## src/rtl/conv_read_ctrl_if.sv

```systemverilog
// Byte bus between the convolution read controller and the
// read/write buffers of the memory port.
interface conv_read_ctrl_if;
    logic [31:0] address;
    logic        rdwr_cntl;
    logic        n_action;
    logic        user_data_available;
    logic        user_buffer_full;
    logic        user_read_buffer;
    logic        user_write_buffer;
    logic [2:0]  address_select;

    modport master (
        output address,
        output rdwr_cntl,
        output n_action,
        output user_read_buffer,
        output user_write_buffer,
        output address_select,
        input  user_data_available,
        input  user_buffer_full
    );

    modport slave (
        input  address,
        input  rdwr_cntl,
        input  n_action,
        input  user_read_buffer,
        input  user_write_buffer,
        input  address_select,
        output user_data_available,
        output user_buffer_full
    );
endinterface

```

## src/rtl/conv_read_ctrl.sv

```systemverilog
// Read/write sequencer for a 3x3 convolution pass: header load,
// row priming, one column per pixel, write-back and advance.
module conv_read_ctrl #(
    parameter int unsigned HDR_BYTES = 8,
    parameter logic [31:0] WR_BASE   = 32'h0010_0000,
    parameter int unsigned ROW_COLS  = 4
) (
    input  logic                    i_clk,
    input  logic                    i_rst,
    conv_read_ctrl_if.master        bus,
    input  logic                    i_start,
    input  logic                    i_image_done,
    input  logic [31:0]             i_mid_addr,
    input  logic [31:0]             i_bot_addr,
    output logic                    o_buffer_load,
    output logic                    o_load_size,
    output logic                    o_count_enable,
    output logic                    o_flag_clear,
    output logic                    o_output_load,
    output logic                    o_data_select,
    output logic                    o_idle_out,
    output logic                    o_read_state
);

    typedef enum logic [3:0] {
        S_IDLE,
        S_HDR_REQ,
        S_HDR_WAIT,
        S_RD_REQ,
        S_RD_WAIT,
        S_CALC,
        S_WR_WAIT,
        S_WR_REQ,
        S_ADVANCE,
        S_DONE
    } state_t;

    localparam logic [2:0] SEL_TOP = 3'd0;
    localparam logic [2:0] SEL_WR  = 3'd3;
    localparam logic [2:0] SEL_HDR = 3'd4;

    state_t      r_state;
    logic [31:0] r_hdr_ptr;
    logic [31:0] r_top_ptr;
    logic [31:0] r_mid_ptr;
    logic [31:0] r_bot_ptr;
    logic [31:0] r_wr_ptr;
    logic [1:0]  r_row;
    logic [3:0]  r_byte_cnt;
    logic        r_prime;
    logic [15:0] r_col;

    logic [31:0] r_address;
    logic        r_rdwr;
    logic        r_n_action;
    logic [2:0]  r_addr_sel;
    logic        r_user_write;
    logic        r_flag_clear;
    logic        r_output_load;
    logic        r_data_select;
    logic        r_count_enable;
    logic        r_idle;
    logic        r_read_state;

    logic        w_hdr_acc;
    logic        w_rd_acc;
    logic        w_last_byte;
    logic [1:0]  w_nrow;
    logic [31:0] w_nrow_addr;

    // Accept strobes follow the byte-valid input directly so the byte is
    // taken in the cycle it is offered; reset abandons any such accept.
    assign w_hdr_acc = (r_state == S_HDR_WAIT)
                     && bus.user_data_available && !i_rst;
    assign w_rd_acc  = (r_state == S_RD_WAIT)
                     && bus.user_data_available && !i_rst;

    assign w_last_byte = (r_byte_cnt == (r_prime ? 4'd8 : 4'd2));

    always_comb begin
        w_nrow      = (r_row == 2'd2) ? 2'd0 : r_row + 2'd1;
        w_nrow_addr = r_bot_ptr;
        if (w_nrow == 2'd0)
            w_nrow_addr = r_top_ptr;
        else if (w_nrow == 2'd1)
            w_nrow_addr = r_mid_ptr;
    end

    always_ff @(posedge i_clk) begin
        if (i_rst) begin
            r_state        <= S_IDLE;
            r_hdr_ptr      <= '0;
            r_top_ptr      <= '0;
            r_mid_ptr      <= '0;
            r_bot_ptr      <= '0;
            r_wr_ptr       <= WR_BASE;
            r_row          <= '0;
            r_byte_cnt     <= '0;
            r_prime        <= 1'b1;
            r_col          <= '0;
            r_address      <= '0;
            r_rdwr         <= 1'b1;
            r_n_action     <= 1'b1;
            r_addr_sel     <= SEL_TOP;
            r_user_write   <= 1'b0;
            r_flag_clear   <= 1'b0;
            r_output_load  <= 1'b0;
            r_data_select  <= 1'b0;
            r_count_enable <= 1'b0;
            r_idle         <= 1'b1;
            r_read_state   <= 1'b0;
        end else begin
            r_n_action     <= 1'b1;
            r_user_write   <= 1'b0;
            r_flag_clear   <= 1'b0;
            r_output_load  <= 1'b0;
            r_data_select  <= 1'b0;
            r_count_enable <= 1'b0;

            unique case (r_state)
                S_IDLE: begin
                    if (i_start) begin
                        r_state      <= S_HDR_REQ;
                        r_hdr_ptr    <= '0;
                        r_wr_ptr     <= WR_BASE;
                        r_col        <= '0;
                        r_prime      <= 1'b1;
                        r_idle       <= 1'b0;
                        r_read_state <= 1'b1;
                        r_address    <= '0;
                        r_addr_sel   <= SEL_HDR;
                        r_rdwr       <= 1'b1;
                        r_n_action   <= 1'b0;
                    end
                end

                S_HDR_REQ: r_state <= S_HDR_WAIT;

                S_HDR_WAIT: begin
                    if (w_hdr_acc) begin
                        r_hdr_ptr  <= r_hdr_ptr + 32'd1;
                        r_n_action <= 1'b0;
                        r_rdwr     <= 1'b1;
                        if (r_hdr_ptr == 32'(HDR_BYTES - 1)) begin
                            r_state      <= S_RD_REQ;
                            r_flag_clear <= 1'b1;
                            r_top_ptr    <= '0;
                            r_mid_ptr    <= i_mid_addr;
                            r_bot_ptr    <= i_bot_addr;
                            r_row        <= 2'd0;
                            r_byte_cnt   <= '0;
                            r_address    <= '0;
                            r_addr_sel   <= SEL_TOP;
                        end else begin
                            r_state   <= S_HDR_REQ;
                            r_address <= r_hdr_ptr + 32'd1;
                        end
                    end
                end

                S_RD_REQ: r_state <= S_RD_WAIT;

                S_RD_WAIT: begin
                    if (w_rd_acc) begin
                        unique case (r_row)
                            2'd0:    r_top_ptr <= r_top_ptr + 32'd1;
                            2'd1:    r_mid_ptr <= r_mid_ptr + 32'd1;
                            default: r_bot_ptr <= r_bot_ptr + 32'd1;
                        endcase
                        if (w_last_byte) begin
                            r_state       <= S_CALC;
                            r_prime       <= 1'b0;
                            r_output_load <= 1'b1;
                            r_data_select <= 1'b1;
                            r_read_state  <= 1'b0;
                        end else begin
                            r_state    <= S_RD_REQ;
                            r_byte_cnt <= r_byte_cnt + 4'd1;
                            r_row      <= w_nrow;
                            r_address  <= w_nrow_addr;
                            r_addr_sel <= {1'b0, w_nrow};
                            r_rdwr     <= 1'b1;
                            r_n_action <= 1'b0;
                        end
                    end
                end

                S_CALC: r_state <= S_WR_WAIT;

                S_WR_WAIT: begin
                    if (!bus.user_buffer_full) begin
                        r_state      <= S_WR_REQ;
                        r_address    <= r_wr_ptr;
                        r_addr_sel   <= SEL_WR;
                        r_rdwr       <= 1'b0;
                        r_n_action   <= 1'b0;
                        r_user_write <= 1'b1;
                    end
                end

                S_WR_REQ: begin
                    r_state        <= S_ADVANCE;
                    r_wr_ptr       <= r_wr_ptr + 32'd1;
                    r_count_enable <= 1'b1;
                end

                S_ADVANCE: begin
                    // End of an output row: the next window must be re-primed.
                    if (r_col == 16'(ROW_COLS - 1)) begin
                        r_col   <= '0;
                        r_prime <= 1'b1;
                    end else begin
                        r_col <= r_col + 16'd1;
                    end
                    if (i_image_done) begin
                        r_state <= S_DONE;
                    end else begin
                        r_state      <= S_RD_REQ;
                        r_row        <= 2'd0;
                        r_byte_cnt   <= '0;
                        r_read_state <= 1'b1;
                        r_address    <= r_top_ptr;
                        r_addr_sel   <= SEL_TOP;
                        r_rdwr       <= 1'b1;
                        r_n_action   <= 1'b0;
                    end
                end

                S_DONE: begin
                    r_state <= S_IDLE;
                    r_idle  <= 1'b1;
                end

                default: r_state <= S_IDLE;
            endcase
        end
    end

    assign bus.address           = r_address;
    assign bus.rdwr_cntl         = r_rdwr;
    assign bus.n_action          = r_n_action;
    assign bus.address_select    = r_addr_sel;
    assign bus.user_write_buffer = r_user_write;
    assign bus.user_read_buffer  = w_hdr_acc | w_rd_acc;

    assign o_buffer_load  = w_rd_acc;
    assign o_load_size    = w_hdr_acc;
    assign o_count_enable = r_count_enable;
    assign o_flag_clear   = r_flag_clear;
    assign o_output_load  = r_output_load;
    assign o_data_select  = r_data_select;
    assign o_idle_out     = r_idle;
    assign o_read_state   = r_read_state;

endmodule

```

## src/flat_wrapper.sv

```systemverilog
// flat-port wrapper written by rule: the top's interface ports become plain ports
module conv_read_ctrl_flat 
#(
    parameter int unsigned HDR_BYTES = 8,
    parameter logic [31:0] WR_BASE   = 32'h0010_0000,
    parameter int unsigned ROW_COLS  = 4
)
  (i_clk, i_rst, i_start, i_image_done, i_mid_addr, i_bot_addr, o_buffer_load, o_load_size, o_count_enable, o_flag_clear, o_output_load, o_data_select, o_idle_out, o_read_state, bus_address, bus_rdwr_cntl, bus_n_action, bus_user_read_buffer, bus_user_write_buffer, bus_address_select, bus_user_data_available, bus_user_buffer_full);
  conv_read_ctrl_if bus_i ();
  input  logic i_clk;
  input  logic i_rst;
  input  logic i_start;
  input  logic i_image_done;
  input  logic [31:0] i_mid_addr;
  input  logic [31:0] i_bot_addr;
  output logic o_buffer_load;
  output logic o_load_size;
  output logic o_count_enable;
  output logic o_flag_clear;
  output logic o_output_load;
  output logic o_data_select;
  output logic o_idle_out;
  output logic o_read_state;
  output wire logic [$bits(bus_i.address)-1:0] bus_address;
  output wire logic [$bits(bus_i.rdwr_cntl)-1:0] bus_rdwr_cntl;
  output wire logic [$bits(bus_i.n_action)-1:0] bus_n_action;
  output wire logic [$bits(bus_i.user_read_buffer)-1:0] bus_user_read_buffer;
  output wire logic [$bits(bus_i.user_write_buffer)-1:0] bus_user_write_buffer;
  output wire logic [$bits(bus_i.address_select)-1:0] bus_address_select;
  input wire logic [$bits(bus_i.user_data_available)-1:0] bus_user_data_available;
  input wire logic [$bits(bus_i.user_buffer_full)-1:0] bus_user_buffer_full;
  assign bus_address = bus_i.address;
  assign bus_rdwr_cntl = bus_i.rdwr_cntl;
  assign bus_n_action = bus_i.n_action;
  assign bus_user_read_buffer = bus_i.user_read_buffer;
  assign bus_user_write_buffer = bus_i.user_write_buffer;
  assign bus_address_select = bus_i.address_select;
  assign bus_i.user_data_available = bus_user_data_available;
  assign bus_i.user_buffer_full = bus_user_buffer_full;
  conv_read_ctrl #(.HDR_BYTES(HDR_BYTES), .WR_BASE(WR_BASE), .ROW_COLS(ROW_COLS)) u_core (.i_clk(i_clk), .i_rst(i_rst), .bus(bus_i), .i_start(i_start), .i_image_done(i_image_done), .i_mid_addr(i_mid_addr), .i_bot_addr(i_bot_addr), .o_buffer_load(o_buffer_load), .o_load_size(o_load_size), .o_count_enable(o_count_enable), .o_flag_clear(o_flag_clear), .o_output_load(o_output_load), .o_data_select(o_data_select), .o_idle_out(o_idle_out), .o_read_state(o_read_state));
endmodule
```

## config.mk

```make
export PLATFORM = sky130hd
export DESIGN_NAME = conv_read_ctrl_flat
export DESIGN_NICKNAME = d
export VERILOG_FILES = /design/src/rtl/conv_read_ctrl_if.sv /design/src/rtl/conv_read_ctrl.sv /design/src/flat_wrapper.sv
export SDC_FILE = /design/constraint.sdc
export NUM_CORES = 1
export LEC_CHECK = 0
export ABC_AREA = 0
export CORE_MARGIN = 4
export CORE_UTILIZATION = 25
export DETAILED_ROUTE_END_ITERATION = 7
export GPL_ROUTABILITY_DRIVEN = 0
export PLACE_DENSITY_LB_ADDON = 0.2
export SLEW_MARGIN = 20
export SYNTH_ARGS = -nofsm -noshare
export SYNTH_HDL_FRONTEND = slang
export SYNTH_SLANG_ARGS = --single-unit
export TNS_END_PERCENT = 30
```

## constraint.sdc

```tcl
create_clock -name i_clk -period 4.9 [get_ports i_clk]
set_input_delay 1.47 -clock i_clk [delete_from_list [all_inputs] [get_ports i_clk]]
set_output_delay 1.47 -clock i_clk [all_outputs]
set_load 0.1 [all_outputs]
```

==> out/metrics.yaml, run 1 <==
cts_setup_buffers: 0
grt_pass1_vias: 12400
max_freq_ghz: 0.2134
critPathKind: "input port to output port"
syn_area_per_cell_um2: 7.706
end_kind: "output port"
p_int_uw: 3360
finalSetupTns_ns: 0
dpl.hpwl_um: 35910
cp_top_family: "simple AND/OR/NAND/NOR gates"
dr.first_iter.drc_count: 1317
pwr-share-comb: 0.134
pwr-share-clk: 0.455
cts_resized: 0
htree_levels: 1
worst_slew_pin_slew_ns: 1.056
arrival_ns: 3.22
antenna_found_initial: 1
totalPowerFinal_uw: 4689
synth.most_common_cell: "dfxtp_1"
crit_path_start_kind: "input port"
yosys.area.top_type: "dfxtp_1"
path_cells: "clkdlybuf4s50_1, nor2b_1, nand2_1, nand2_1, buf_12"
drc: 3
cts_buffers: 29
drt_wl_total_um: 50000
io_buffers: 116
wl_per_cell_um: 20.59
grt_first_pass_wirelength_um: 76480
netlist_instances: 1679
outcome: "finished with violations"
fill_cells: 5501
synth_top_cell_area_share: 0.3559
hp-class: "register to register"
synthTopCellsByArea: "dfxtp_1, nand2_1, a21oi_1"
relSlewSlack: 0.2906
viasPerCell: 5.455
die_area_mm2: 0.05546
required_ns: 3.43
synth_nets: 1756
regArea_mm2: 0.004604
synth.yosys.seq_area_share: 0.3559
synth_edf_count: 0
cpPeakStageDelay_ns: 0.55
hold_viol_final: 0
ys_async_sr_fraction: 0
start_util: 0.2522
cts_buffer_depth: 3
finClkSkew_ns: 0.007713
cts_tree: "built"
swShare: 0.2833
fin_util: 0.3059
grt_max_degree: 155
grt_overflow: 0
synth_seq_cells: 230
multi_input_area_mm2: 0.007746
setup_viol: 0
drive_above_1_share: 0.08124
path_clk_slew_ns: 0.06
yosys-top-cells-count: "dfxtp_1, nand2_1, nor2_1"
violations: "design-rule violations"
critical-path-slowest-cell: "clkdlybuf4s50_1"
via_count: 13240
core-area_mm2: 0.05130
worstSkewPairLatency_ns: 0.55
ys.flop_type: "dfxtp_1"
cp_max_fo: 4
path_buf_inv: 2
irDropWorstVdd_uv: 166.1
cap_violations: 0
yosys_warnings: 0
final_antenna_net_count: 0
slew_viol_final: 0
postLayoutCellArea_mm2: 0.01569
synthDistinctLibCells: 78
crit_top_cell: "nand2_1"
num_rows: 83
power.leakage_uw: 0.005056
fin_crit_ns: 4.687
die_w_um: 235.5
power_frac_seq: 0.411
grt_setup_unrepaired: "no"
antennaDiodeCount: 0
io_pins: 117
fp.dieH_um: 235.5
switchingPower_uw: 1328
syn2layout_area_growth_pct: 21.27
synth_area_mm2: 0.01294
dpl_cell_area_mm2: 0.01476
fin_nets: 1807
first_pass_iters: 8
period_share: 0.9564
grt_usage: 0.1709
postCtsHoldBufs: 0
cts.sinks: 230
cts_root_buf: "clkbuf_16"
powerDensity_mw_per_mm2: 298.8
==> through the flow <==
step,hold WS (ns),setup WS (ns),cells
finish,0.4741,0.2135,2428
global route,0.4958,0.1311,2428
CTS,0.4747,0.09150,2428
detailed placement,0.4592,0.09289,2379
global placement,0.4518,0.2645,2379
floorplan,0.4399,0.7139,1679
==> power by group through the flow <==
stage | registers [uW] | logic (uW) | clock network [uW]
2_1_floorplan | 2120 | 238 | 0
6_report | 1920 | 629 | 2130
3_5_place_dp | 1970 | 632 | 0
5_1_grt | 1930 | 669 | 2280
4_1_cts | 1930 | 635 | 2200
3_3_place_gp | 1970 | 632 | 0
==> path summary, 6_finish.rpt <==
| check | start | depth (start not counted) | end | slack, ns |
|---|---|---|---|---|
| worst max-delay path | bus_user_data_available | 5 | bus_user_read_buffer | 0.21 |
| worst min-delay path | u_core.r_mid_ptr[31] | 2 | u_core.r_mid_ptr[31] | 0.47 |
| worst max register to register | u_core.r_state[3] | 8 | u_core.r_top_ptr[31] | 1.51 |
| worst min register to register | u_core.r_mid_ptr[31] | 2 | u_core.r_mid_ptr[31] | 0.47 |
==> worst min-delay path, cell delays in order (launching register included) <==
cell and delay, ns:
dfxtp_1 0.32, nand2_1 0.06, o2bb2ai_1 0.05
==> layout by cell type, fill, tap and decap left out, types with 31 or more instances in the layout <==
| master | n |
|---|---|
| xor2_1 | 34 |
| or3_1 | 36 |
| dfxtp_1 | 230 |
| nor2_1 | 169 |
| buf_4 | 32 |
| o21ai_0 | 112 |
| and3_1 | 31 |
| nor3_1 | 44 |
| nand3_1 | 64 |
| a21oi_1 | 151 |
| a31oi_1 | 31 |
| nand2_1 | 207 |
| nand4_1 | 34 |
| clkdlybuf4s50_1 | 112 |
==> metal layers <==
layer | global-route usage | routed length (um) | vias up
met5 | 0 | 0 | -
met4 | 0.05695 | 1693 | 0
met3 | 0.02999 | 3131 | 73
met2 | 0.2641 | 21990 | 417
met1 | 0.2414 | 23190 | 6384
li1 | - | - | 6370
==> logic make-up after synthesis <==
logic type,count (synthesis),share of synthesized area
compound gates,498,0.2515
mux,38,0.03220
xor+xnor,51,0.03452
buf+inv,151,0.04806
fa+ha+maj,7,0.006769
simple gates,704,0.2711
flops,230,0.3559
==> layout make-up <==
| cell class | count | area share |
|---|---|---|
| Sequential cell | 230 | 0.2934 |
| Clock buffer | 42 | 0.05382 |
| Clock inverter | 7 | 0.005422 |
| Tap cell | 680 | 0.05422 |
| Multi-Input combinational cell | 1298 | 0.4937 |
| Inverter | 21 | 0.005024 |
| Timing Repair Buffer | 150 | 0.09441 |
==> registers in the layout, indices dropped and copies added (netlist names), 2 cells and up <==
register and count:
u_core.r_mid_ptr 32, u_core.r_col 16, u_core.r_row 2, u_core.bus.address_select 3, u_core.bus.address 32, u_core.r_byte_cnt 4
u_core.r_wr_ptr 32, u_core.r_hdr_ptr 32, u_core.r_bot_ptr 32, u_core.r_state 4, u_core.r_top_ptr 32
No activity file was read; power rests on OpenSTA's default activity.
==> run 2, diff against run 1 <==
--- a/config.mk
+++ b/config.mk
@@ -6,6 +6,7 @@
 export NUM_CORES = 1
 export LEC_CHECK = 0
 export ABC_AREA = 0
+export CORE_ASPECT_RATIO = 0.5
 export CORE_MARGIN = 4
 export CORE_UTILIZATION = 25
 export DETAILED_ROUTE_END_ITERATION = 7
==> out/metrics.yaml, run 2 (same netlist as run 1, synthesis figures left out) <==
p_int_uw: 3378
dpl.hpwl_um: 35460
cp_max_fo: 4
grt_setup_unrepaired: "no"
setup_ws_ns: 0.3451
required_ns: 3.43
fin_nets: 1811
outcome: "completed"
grt_pass1_vias: 12010
antenna_found_initial: 0
relSlewSlack: 0.3181
swShare: 0.2811
hp-class: "register to register"
cts_root_buf: "clkbuf_16"
drt_wl_total_um: 49420
fin_crit_ns: 4.555
setup_viol: 0
grt_usage: 0.1701
crit_path_start_kind: "input port"
finClkSkew_ns: 0.01665
dpl_cell_area_mm2: 0.01479
final_cell_mix: "dfxtp_1, nand2_1, nor2_1"
worst_slew_pin_slew_ns: 1.020
dr_wl_met3_um: 3025
finalSetupTns_ns: 0
pwr-share-clk: 0.457
core-area_mm2: 0.05073
wl_met1_um: 22940
end_kind: "output port"
period_share: 0.9296
powerDensity_mw_per_mm2: 298.8
dr.first_iter.drc_count: 1252
num_rows: 58
fin_util: 0.3100
wl_per_cell_um: 20.23
first_pass_iters: 7
arrival_ns: 3.08
antennaDiodeCount: 0
io_pins: 117
postLayoutCellArea_mm2: 0.01573
place_ws_ns: 0.3308
max_freq_ghz: 0.2195
io_buffers: 116
syn2layout_area_growth_pct: 21.56
irDropWorstVdd_uv: 241.9
cts_setup_buffers: 0
cts_resized: 0
cts.sinks: 230
path_clk_slew_ns: 0.06
worstSkewPairLatency_ns: 0.55
switchingPower_uw: 1321
cts_tree: "built"
wl_met2_um: 22120
cap_violations: 0
via_count: 13070
drive_above_1_share: 0.08557
critPathKind: "input port to output port"
htree_levels: 1
cts_buffers: 27
mostFrequentLayoutCell: "dfxtp_1"
grt_first_pass_wirelength_um: 74160
highest_layer: "met4"
die_w_um: 329.7
postCtsHoldBufs: 0
hold_viol_final: 0
start_util: 0.2551
pwr-share-comb: 0.133
power.leakage_uw: 0.005081
fill_cells: 5430
power_frac_seq: 0.410
final_antenna_net_count: 0
drc: 0
cts_buffer_depth: 3
grt_max_degree: 154
fp.dieH_um: 168.9
viasPerCell: 5.350
grt_overflow: 0
die_area_mm2: 0.05568
slew_viol_final: 0
-- run 2: cell types whose count changed in the layout (fill, tap and decap cells not counted), sizes merged --
cell | previous run | this run
buf | 38 | 44
bufinv | 2 | 3
clkinvlp | 0 | 1
clkinv | 6 | 7
clkbuf | 42 | 38
-- run 2: worst max-delay path, stage by stage --
cell             delay [ns]
clkdlybuf4s50_1        0.50
nor2b_1                0.38
nand2_1                0.10
buf_4                  0.20
nand2_1                0.21
buf_12                 0.21
-- run 2: path summary, 6_finish.rpt --
| check | startpoint | to | slack (ns) | cells past startpoint |
|---|---|---|---|---|
| worst max-delay path | bus_user_data_available | bus_user_read_buffer | 0.35 | 6 |
| worst min-delay path | u_core.bus.address[5] | u_core.bus.address[5] | 0.46 | 2 |
| worst max register to register | u_core.r_state[3] | u_core.bus.address[3] | 1.56 | 6 |
| worst min register to register | u_core.bus.address[5] | u_core.bus.address[5] | 0.46 | 2 |
-- run 2: metal layers --
metal	vias up	global-route usage
met1	6280	0.2387
met4	0	0.04563
met2	352	0.2696
met3	64	0.02949
met5	-	0
li1	6373	-
-- run 2: cell type report --
cell class	count	area, um^2	share of cell area
multi-input combinational	1298	7741	0.4922
sequential	230	4604	0.2928
timing repair buffer	156	1501	0.09547
tap	690	863.3	0.05489
clock buffer	38	807.0	0.05131
clock inverter	10	131.4	0.008353
inverter	21	78.83	0.005012
-- run 2: power by group through the flow --
stage / logic, uW / clock network (uW) / registers (uW)
CTS: 631 / 2200 / 1930
floorplan: 238 / 0 / 2120
detailed placement: 630 / 0 / 1970
global route: 666 / 2280 / 1930
finish: 624 / 2150 / 1930
global placement: 631 / 0 / 1970
-- run 2: per-stage QoR --
step | total power, uW | hold slack (ns) | cells
after global placement | 2599 | 0.4478 | 2395
final | 4699 | 0.4614 | 2443
after global routing | 4881 | 0.4976 | 2443
after floorplan | 2359 | 0.4399 | 1679
after CTS | 4759 | 0.4654 | 2443
after detailed placement | 2598 | 0.4491 | 2395
